[src/rtl/level_sensor_conditioner.sv]
// Float-sensor front end: 2-flop sync, per-bit debounce, thermometer-code check,
// held output code with change strobe and sticky fault.

module lsc_debounce #(
  parameter int DEBOUNCE_CYCLES = 4
) (
  input  logic clk,
  input  logic rst,
  input  logic sync_i,
  output logic db_o
);
  localparam int            CW      = $clog2(DEBOUNCE_CYCLES) + 1;
  localparam logic [CW-1:0] CNT_MAX = CW'(DEBOUNCE_CYCLES - 1);

  logic [CW-1:0] cnt_q, cnt_d;
  logic          db_q, db_d;

  // Counter only advances while the synced bit disagrees; any agreement restarts it.
  always_comb begin
    cnt_d = '0;
    db_d  = db_q;
    if (sync_i != db_q) begin
      if (cnt_q == CNT_MAX) db_d  = ~db_q;
      else                  cnt_d = cnt_q + CW'(1);
    end
  end

  always_ff @(posedge clk or posedge rst) begin
    if (rst) begin
      cnt_q <= '0;
      db_q  <= 1'b0;
    end else begin
      cnt_q <= cnt_d;
      db_q  <= db_d;
    end
  end

  assign db_o = db_q;
endmodule

module level_sensor_conditioner #(
  parameter int DEBOUNCE_CYCLES = 4,
  parameter int FAULT_CYCLES    = 8
) (
  input  logic       clk,
  input  logic       reset,
  input  logic [2:0] raw_s,
  input  logic       clear_fault,
  output logic [2:0] s,
  output logic       s_changed,
  output logic       fault
);
  localparam int             FCW      = $clog2(FAULT_CYCLES) + 1;
  localparam logic [FCW-1:0] FLT_MAX  = FCW'(FAULT_CYCLES - 1);
  localparam logic [1:0]     ST_OK      = 2'd0;
  localparam logic [1:0]     ST_SUSPECT = 2'd1;
  localparam logic [1:0]     ST_FAULT   = 2'd2;

  logic [2:0]     sync1_q, sync2_q;
  logic [2:0]     db;
  logic           db_valid;
  logic [2:0]     s_q, s_d;
  logic           chg_q, chg_d;
  logic [1:0]     state_q, state_d;
  logic [FCW-1:0] inv_q, inv_d;

  always_ff @(posedge clk or posedge reset) begin
    if (reset) begin
      sync1_q <= '0;
      sync2_q <= '0;
    end else begin
      sync1_q <= raw_s;
      sync2_q <= sync1_q;
    end
  end

  for (genvar b = 0; b < 3; b++) begin : g_db
    lsc_debounce #(.DEBOUNCE_CYCLES(DEBOUNCE_CYCLES)) u_db (
      .clk    (clk),
      .rst    (reset),
      .sync_i (sync2_q[b]),
      .db_o   (db[b])
    );
  end

  always_comb begin
    unique case (db)
      3'b000, 3'b001, 3'b011, 3'b111: db_valid = 1'b1;
      default:                        db_valid = 1'b0;
    endcase
  end

  // Output only ever loads valid codes, so s stays a thermometer code.
  always_comb begin
    s_d   = s_q;
    chg_d = 1'b0;
    if (db_valid && (db != s_q)) begin
      s_d   = db;
      chg_d = 1'b1;
    end
  end

  always_comb begin
    state_d = state_q;
    inv_d   = inv_q;
    unique case (state_q)
      ST_OK: begin
        if (!db_valid) begin
          inv_d   = FCW'(1);
          state_d = (FAULT_CYCLES == 1) ? ST_FAULT : ST_SUSPECT;
        end
      end
      ST_SUSPECT: begin
        if (db_valid) begin
          state_d = ST_OK;
          inv_d   = '0;
        end else if (inv_q >= FLT_MAX) begin
          state_d = ST_FAULT;
        end else begin
          inv_d = inv_q + FCW'(1);
        end
      end
      ST_FAULT: begin
        if (clear_fault) begin
          if (db_valid) begin
            state_d = ST_OK;
            inv_d   = '0;
          end else begin
            state_d = ST_SUSPECT;
            inv_d   = FCW'(1);
          end
        end
      end
      default: begin
        state_d = ST_OK;
        inv_d   = '0;
      end
    endcase
  end

  always_ff @(posedge clk or posedge reset) begin
    if (reset) begin
      s_q     <= '0;
      chg_q   <= 1'b0;
      state_q <= ST_OK;
      inv_q   <= '0;
    end else begin
      s_q     <= s_d;
      chg_q   <= chg_d;
      state_q <= state_d;
      inv_q   <= inv_d;
    end
  end

  assign s         = s_q;
  assign s_changed = chg_q;
  assign fault     = (state_q == ST_FAULT);
endmodule

[config.mk]
export PLATFORM = sky130hd
export DESIGN_NAME = level_sensor_conditioner
export DESIGN_NICKNAME = d
export VERILOG_FILES = /design/src/rtl/level_sensor_conditioner.sv
export SDC_FILE = /design/constraint.sdc
export NUM_CORES = 1
export LEC_CHECK = 0
export BUFFER_PORTS_ARGS = -buffer_cell sky130_fd_sc_hd__buf_2
export CAP_MARGIN = 40
export CORE_MARGIN = 10
export CORE_UTILIZATION = 61
export CTS_CLUSTER_SIZE = 8
export DETAILED_ROUTE_END_ITERATION = 8
export GPL_ROUTABILITY_DRIVEN = 0
export GPL_TIMING_DRIVEN = 0
export HOLD_SLACK_MARGIN = 0.15
export PLACE_DENSITY = 0.8
export SLEW_MARGIN = 20
export SYNTH_ARGS = -nofsm -noshare
export SYNTH_HDL_FRONTEND = slang
export SYNTH_HIERARCHICAL = 1
export SYNTH_SLANG_ARGS = --single-unit
[constraint.sdc]
create_clock -name clk -period 3.8 [get_ports clk]
set_input_delay 0 -clock clk [delete_from_list [all_inputs] [get_ports clk]]
set_output_delay 0 -clock clk [all_outputs]
set_load 0.03 [all_outputs]
==> results of run 1 <==
## area by class of cell
class                           count  share of cell area
Timing Repair Buffer               16              0.0758
Clock buffer                        4              0.0250
Buffer                              3              0.0189
Tap cell                           27              0.0233
Multi-Input combinational cell     66               0.359
Sequential cell                    28               0.482
Inverter                            6              0.0155
## Yosys cell counts, drive strengths merged (2+ instances only)
master	n	area [um2]
dfrtp	28	701
nor3b	7	52.6
inv	6	22.5
nor2b	6	60.1
mux2	5	56.3
nor2	5	21.3
a21oi	4	23.8
ha	4	50.1
nand2	4	17.5
nor3	4	20.0
buf	3	27.5
o21ai	3	15.0
xnor2	3	26.3
mux2i	2	20.0
nand4b	2	17.5
xor2	2	17.5
## path summary, 6_finish.rpt
path	endpoint	cells past startpoint	slack [ns]	startpoint
setup / recovery	inv_q[1]	4	2.31	inv_q[0]
hold / removal	s_changed	3	0.29	reset
setup reg to reg	inv_q[1]	4	2.31	inv_q[0]
hold reg to reg	sync2_q[0]	0	0.37	sync1_q[0]
max in group asynchronous	g_db[1].u_db/db_o	4	2.93	reset
min in group clk	sync1_q[0]	2	0.31	raw_s[0]
## flip-flops by register name, indices dropped and copies added (netlist names)
name	count
g_db.u_db/cnt_q	9
g_db.u_db/db_o	3
inv_q	4
s	3
s_changed	1
state_q	2
sync1_q	3
sync2_q	3
## report_power, final
part | total, mW | internal, mW | switching [mW]
clock network | 0.139 | 0.0586 | 0.0809
logic | 0.409 | 0.206 | 0.204
registers | 0.481 | 0.383 | 0.0984
## critical path, cell delays in order, from the launching register on
cell	delay, ns
dfrtp_1	0.46
ha_1	0.25
a21oi_1	0.35
mux2i_1	0.26
o31ai_2	0.07
## routing by layer
| metal | routed length [um] | share of wire | global-route usage | vias to the layer above |
|---|---|---|---|---|
| met5 | 0 | 0 | 0 | - |
| met3 | 92 | 0.044 | 0.0322 | 5 |
| met4 | 42 | 0.020 | 0.0481 | 0 |
| met2 | 1010 | 0.49 | 0.170 | 18 |
| met1 | 928 | 0.45 | 0.119 | 394 |
| li1 | - | - | - | 406 |
## metrics by stage
step | cells | cell area [um2] | utilization | hold slack [ns] | power, mW
final | 150 | 1450 | 0.733 | 0.294 | 1.03
after global routing | 150 | 1450 | 0.733 | 0.307 | 1.12
after CTS | 150 | 1450 | 0.733 | 0.300 | 1.04
after detailed placement | 140 | 1360 | 0.684 | -0.0799 | 0.895
after global placement | 140 | 1360 | 0.684 | -0.0770 | 0.872
after floorplan | 103 | 1270 | - | -0.234 | 0.804
## kinds of logic after synthesis
family          synth area share
xor+xnor                  0.0344
mux                       0.0600
fa+ha+maj                 0.0393
compound gates             0.101
flops                      0.551
buf+inv                   0.0393
simple gates               0.175
==> flow_summary_export.csv, run 1 <==
group,metric,value,unit
status,outcome,"finished, final reports clean",
critical_path,crit_fanout,5,
drt,drtIter0Drc,30,
floorplanning,dieHeight,65.7,um
drt,wl,2080,um
critical_path,end_kind,"register",
grt,grt_start_max_net_pins,17,
drt,routed_via_density,5.49,
layout,multi_input_area,522,um2
layout,n_antenna_cell,0,
critical_path,worstPathArrival,1.70,ns
job,maxCapViolCount,0,
layout,drive_gt1_frac,0.252,
grt,track_usage,0.103,
logic_synthesis,synth_edf_count,0,
worst_hold_path,hold_class,"in -> async",
logic_synthesis,syn_inst,103,
floorplanning,die_area,4310,um2
layout,final_cell_mix,"28 x dfrtp_1, 11 x buf_2, 7 x nor3b_1",
clock_tree,cts_resized,0,
placement,port_buffers,10,
placement,pre_cts_slack,2.32,ns
clock_tree,cts-root-buf,"clkbuf_4",
clock_tree,clk_pin_slew,0.14,ns
pwr,irDropWorstVdd,381,uV
grt,grt_pass1_vias,792,
pwr,leakage,0.673,nW
floorplanning,core-area,1980,um2
grt,grt_pass1_wl,3550,um
logic_synthesis,syn_nets,113,
pwr,power.density,709,nW/um2
layout,num-fill-cells,144,
layout,final_net_count,134,
floorplanning,io_pins,11,
drt,drtAntennaViolNets,0,
clock_tree,clk_latency,0.32,ns
logic_synthesis,syn_area,1270,um2
clock_tree,cts_tree,"yes",
layout,synthToLayoutAreaGrowth,14.2,%
logic_synthesis,avgSynthCellArea,12.4,um2
clock_tree,cts.hold.buffers_added,6,
layout,seq_area,701,um2
drt,wl_per_cell,13.8,um
grt,grt-ovfl-total,0,
logic_synthesis,yosys_warnings,6,
placement,hpwl,1480,um
drt,first_pass_iters,4,
logic_synthesis,synth-seq-area-share,0.551,
timing,slew_viol_final,0,
timing,finalCritPeriodShare,0.391,
timing,setup_ws,2.31,ns
timing,finalSetupViolCount,0,
timing,slew_headroom,0.589,
clock_tree,cts_buffer_depth,2,
clock_tree,cts_sinks,28,
critical_path,criticalPathCategory,"reg -> reg",
logic_synthesis,synth.distinct_cells,36,
logic_synthesis,ys.flop_type,"dfrtp_1",
layout,layout.cells.most_common,"dfrtp_1",
clock_tree,cts_made_buffers,3,
timing,tightest_slew,0.616,ns
logic_synthesis,synth_seq_cells,28,
timing,fmax,0.673,GHz
timing,hold_viol_final,0,
timing,rsz0062_at_grt,"false",
clock_tree,cts_setup_buffers,0,
timing,min_period,1.49,ns
timing,tns,0,ns
clock_tree,h-tree-depth,1,
grt,antenna_found_initial,0,
timing,skew,0.00140,ns
drt,vias,823,
floorplanning,rows,16,
critical_path,required,4.02,ns
floorplanning,start_util,0.642,
logic_synthesis,synthArstFlopShare,1.00,
critical_path,start_kind,"register",
drt,drc,0,
floorplanning,dieWidth,65.7,um
(Power assumes the default switching activity.)
==> run 2: changes to the inputs <==
--- a/config.mk
+++ b/config.mk
@@ -8,13 +8,13 @@
 export BUFFER_PORTS_ARGS = -buffer_cell sky130_fd_sc_hd__buf_2
 export CAP_MARGIN = 40
 export CORE_MARGIN = 10
-export CORE_UTILIZATION = 61
+export CORE_UTILIZATION = 51
 export CTS_CLUSTER_SIZE = 8
 export DETAILED_ROUTE_END_ITERATION = 8
 export GPL_ROUTABILITY_DRIVEN = 0
 export GPL_TIMING_DRIVEN = 0
 export HOLD_SLACK_MARGIN = 0.15
-export PLACE_DENSITY = 0.8
+export PLACE_DENSITY = 0.72
 export SLEW_MARGIN = 20
 export SYNTH_ARGS = -nofsm -noshare
 export SYNTH_HDL_FRONTEND = slang
==> constraint.sdc (replaced) <==
create_clock -name clk -period 1.3 [get_ports clk]
set_input_delay 0 -clock clk [delete_from_list [all_inputs] [get_ports clk]]
set_output_delay 0 -clock clk [all_outputs]
set_load 0.03 [all_outputs]
==> run 2 against run 1 <==
  * Critical endpoint is now inv_q[0]
  * Core utilization fell by 10 points
  * Sequential share of layout area decreased by 2.2 points
  * Via count is 0.85% higher
==> flow_summary_export.csv, run 2 (synthesis gave the netlist of run 1 again) <==
group,metric,value,unit
layout,final_cell_mix,"25 x dfrtp_1, 11 x buf_2, 7 x nor3b_1",
layout,final_net_count,138,
timing,rsz0062_at_grt,"true",
clock_tree,cts_tree,"yes",
floorplanning,start_util,0.523,
clock_tree,cts-root-buf,"clkbuf_4",
critical_path,worstPathArrival,1.51,ns
drt,first_pass_iters,4,
grt,met3_usage,0.0254,
critical_path,required,1.55,ns
floorplanning,dieHeight,70.0,um
placement,hpwl,1590,um
timing,slew_viol_final,0,
drt,routed_via_density,5.29,
drt,vias,830,
grt,grt-ovfl-total,0,
floorplanning,core-area,2430,um2
layout,synthToLayoutAreaGrowth,20.2,%
clock_tree,h-tree-depth,1,
critical_path,start_kind,"register",
floorplanning,rows,18,
timing,finalCritPeriodShare,0.968,
critical_path,end_kind,"register",
grt,grtUsageMet2,0.166,
timing,skew,0.00363,ns
layout,largestRegisters,"g_db.u_db/cnt_q (9), inv_q (4)",
timing,slew_headroom,0.598,
layout,top_register,"g_db.u_db/cnt_q",
job,maxCapViolCount,0,
timing,hold_viol_final,0,
clock_tree,clk_latency,0.32,ns
floorplanning,die_area,4890,um2
grt,grt-busiest-layer,"met2",
drt,wl,2240,um
layout,n_antenna_cell,0,
timing,worst_hold_slack,0.287,ns
critical_path,criticalPathCategory,"reg -> reg",
timing,finalSetupViolCount,0,
clock_tree,cts_buffer_depth,2,
layout,layout.cells.most_common,"dfrtp_1",
pwr,irDropWorstVdd,1290,uV
layout,drive_gt1_frac,0.331,
grt,grt_pass1_wl,4020,um
layout,fin_util,0.629,
drt,drtAntennaViolNets,0,
grt,grt_pass1_vias,894,
critical_path,crit_family,"flip-flops",
layout,largest_reg_flops,9,
critical_path,cp_num_buf_inv,0,
grt,track_usage,0.0952,
drt,drc,0,
status,outcome,"finished, final reports clean",
timing,tns,0,ns
timing,min_period,1.26,ns
floorplanning,dieWidth,70.0,um
drt,wl_per_cell,14.3,um
timing,tightest_slew,0.602,ns
clock_tree,cts_sinks,28,
clock_tree,clk_pin_slew,0.14,ns
worst_hold_path,hold_class,"in -> async",
pwr,leakage,0.692,nW
clock_tree,cts_made_buffers,3,
critical_path,slowest_stage,"dfrtp_1",
placement,port_buffers,10,
grt,grtUsageMet1,0.111,
timing,fmax,0.795,GHz
critical_path,slowest_delay,0.44,ns
grt,grt_start_max_net_pins,17,
pwr,power.density,2110,nW/um2
critical_path,worstPathCellList,"ha_4, a21oi_4, xor2_1, nand3b_1, o211ai_1",
critical_path,crit_fanout,4,
grt,antenna_found_initial,0,
drt,drtIter0Drc,40,
floorplanning,io_pins,11,
-- run 2: final timing paths --
kind                                  from           endpoint  slack (ns)  cells past startpoint
worst max-delay path              inv_q[0]           inv_q[0]        0.04                      5
worst min-delay path                 reset         sync2_q[1]        0.29                      3
worst max register to register    inv_q[0]           inv_q[0]        0.04                      5
worst min register to register  sync1_q[0]         sync2_q[0]        0.37                      0
max in group asynchronous            reset  g_db[2].u_db/db_o        0.42                      4
min in group clk                  raw_s[0]         sync1_q[0]        0.32                      2
-- run 2: worst reg2reg max path, cell delays in order, from the launching register on --
cell and delay, ns:
dfrtp_1 0.44, ha_4 0.19, a21oi_4 0.20, xor2_1 0.16
nand3b_1 0.10, o211ai_1 0.09
-- run 2: power by group --
| group | internal [mW] | total [mW] | switching [mW] |
|---|---|---|---|
| logic | 0.706 | 1.38 | 0.671 |
| clock network | 0.171 | 0.410 | 0.239 |
| registers | 1.13 | 1.43 | 0.306 |
| total | 2.01 | 3.22 | 1.22 |
-- run 2: timing repair --
action / CTS / global route
endpoints found under the hold margin: 37 / 0
setup endpoints to repair: 6 / 6
pin swaps: 1 / 3
hold buffers: 6 / 0
setup buffers: 2 / 2
resized for setup: 3 / 5
-- run 2: layout make-up --
class | instances | area (um2)
Fill cell | 196 | 903
Sequential cell | 28 | 704
Multi-Input combinational cell | 66 | 561
Timing Repair Buffer | 20 | 140
Tap cell | 30 | 37.5
Clock buffer | 4 | 36.3
Buffer | 3 | 27.5
Inverter | 6 | 22.5
-- run 2: through the flow --
stage	power, mW	cell area [um2]	cells	setup WS [ns]
after floorplan	2.37	1280	103	0.0342
after global placement	2.60	1370	143	-0.0559
after detailed placement	2.66	1370	143	-0.100
after global routing	3.47	1530	157	-0.0613
final	3.22	1530	157	0.0418
after CTS	3.14	1490	155	0.00134
-- run 2: routing by layer --
| layer | up-vias | wire length [um] |
|---|---|---|
| met1 | 403 | 1000 |
| met4 | 0 | 27 |
| met2 | 9 | 1140 |
| li1 | 414 | - |
| met3 | 4 | 69 |
| met5 | - | 0 |
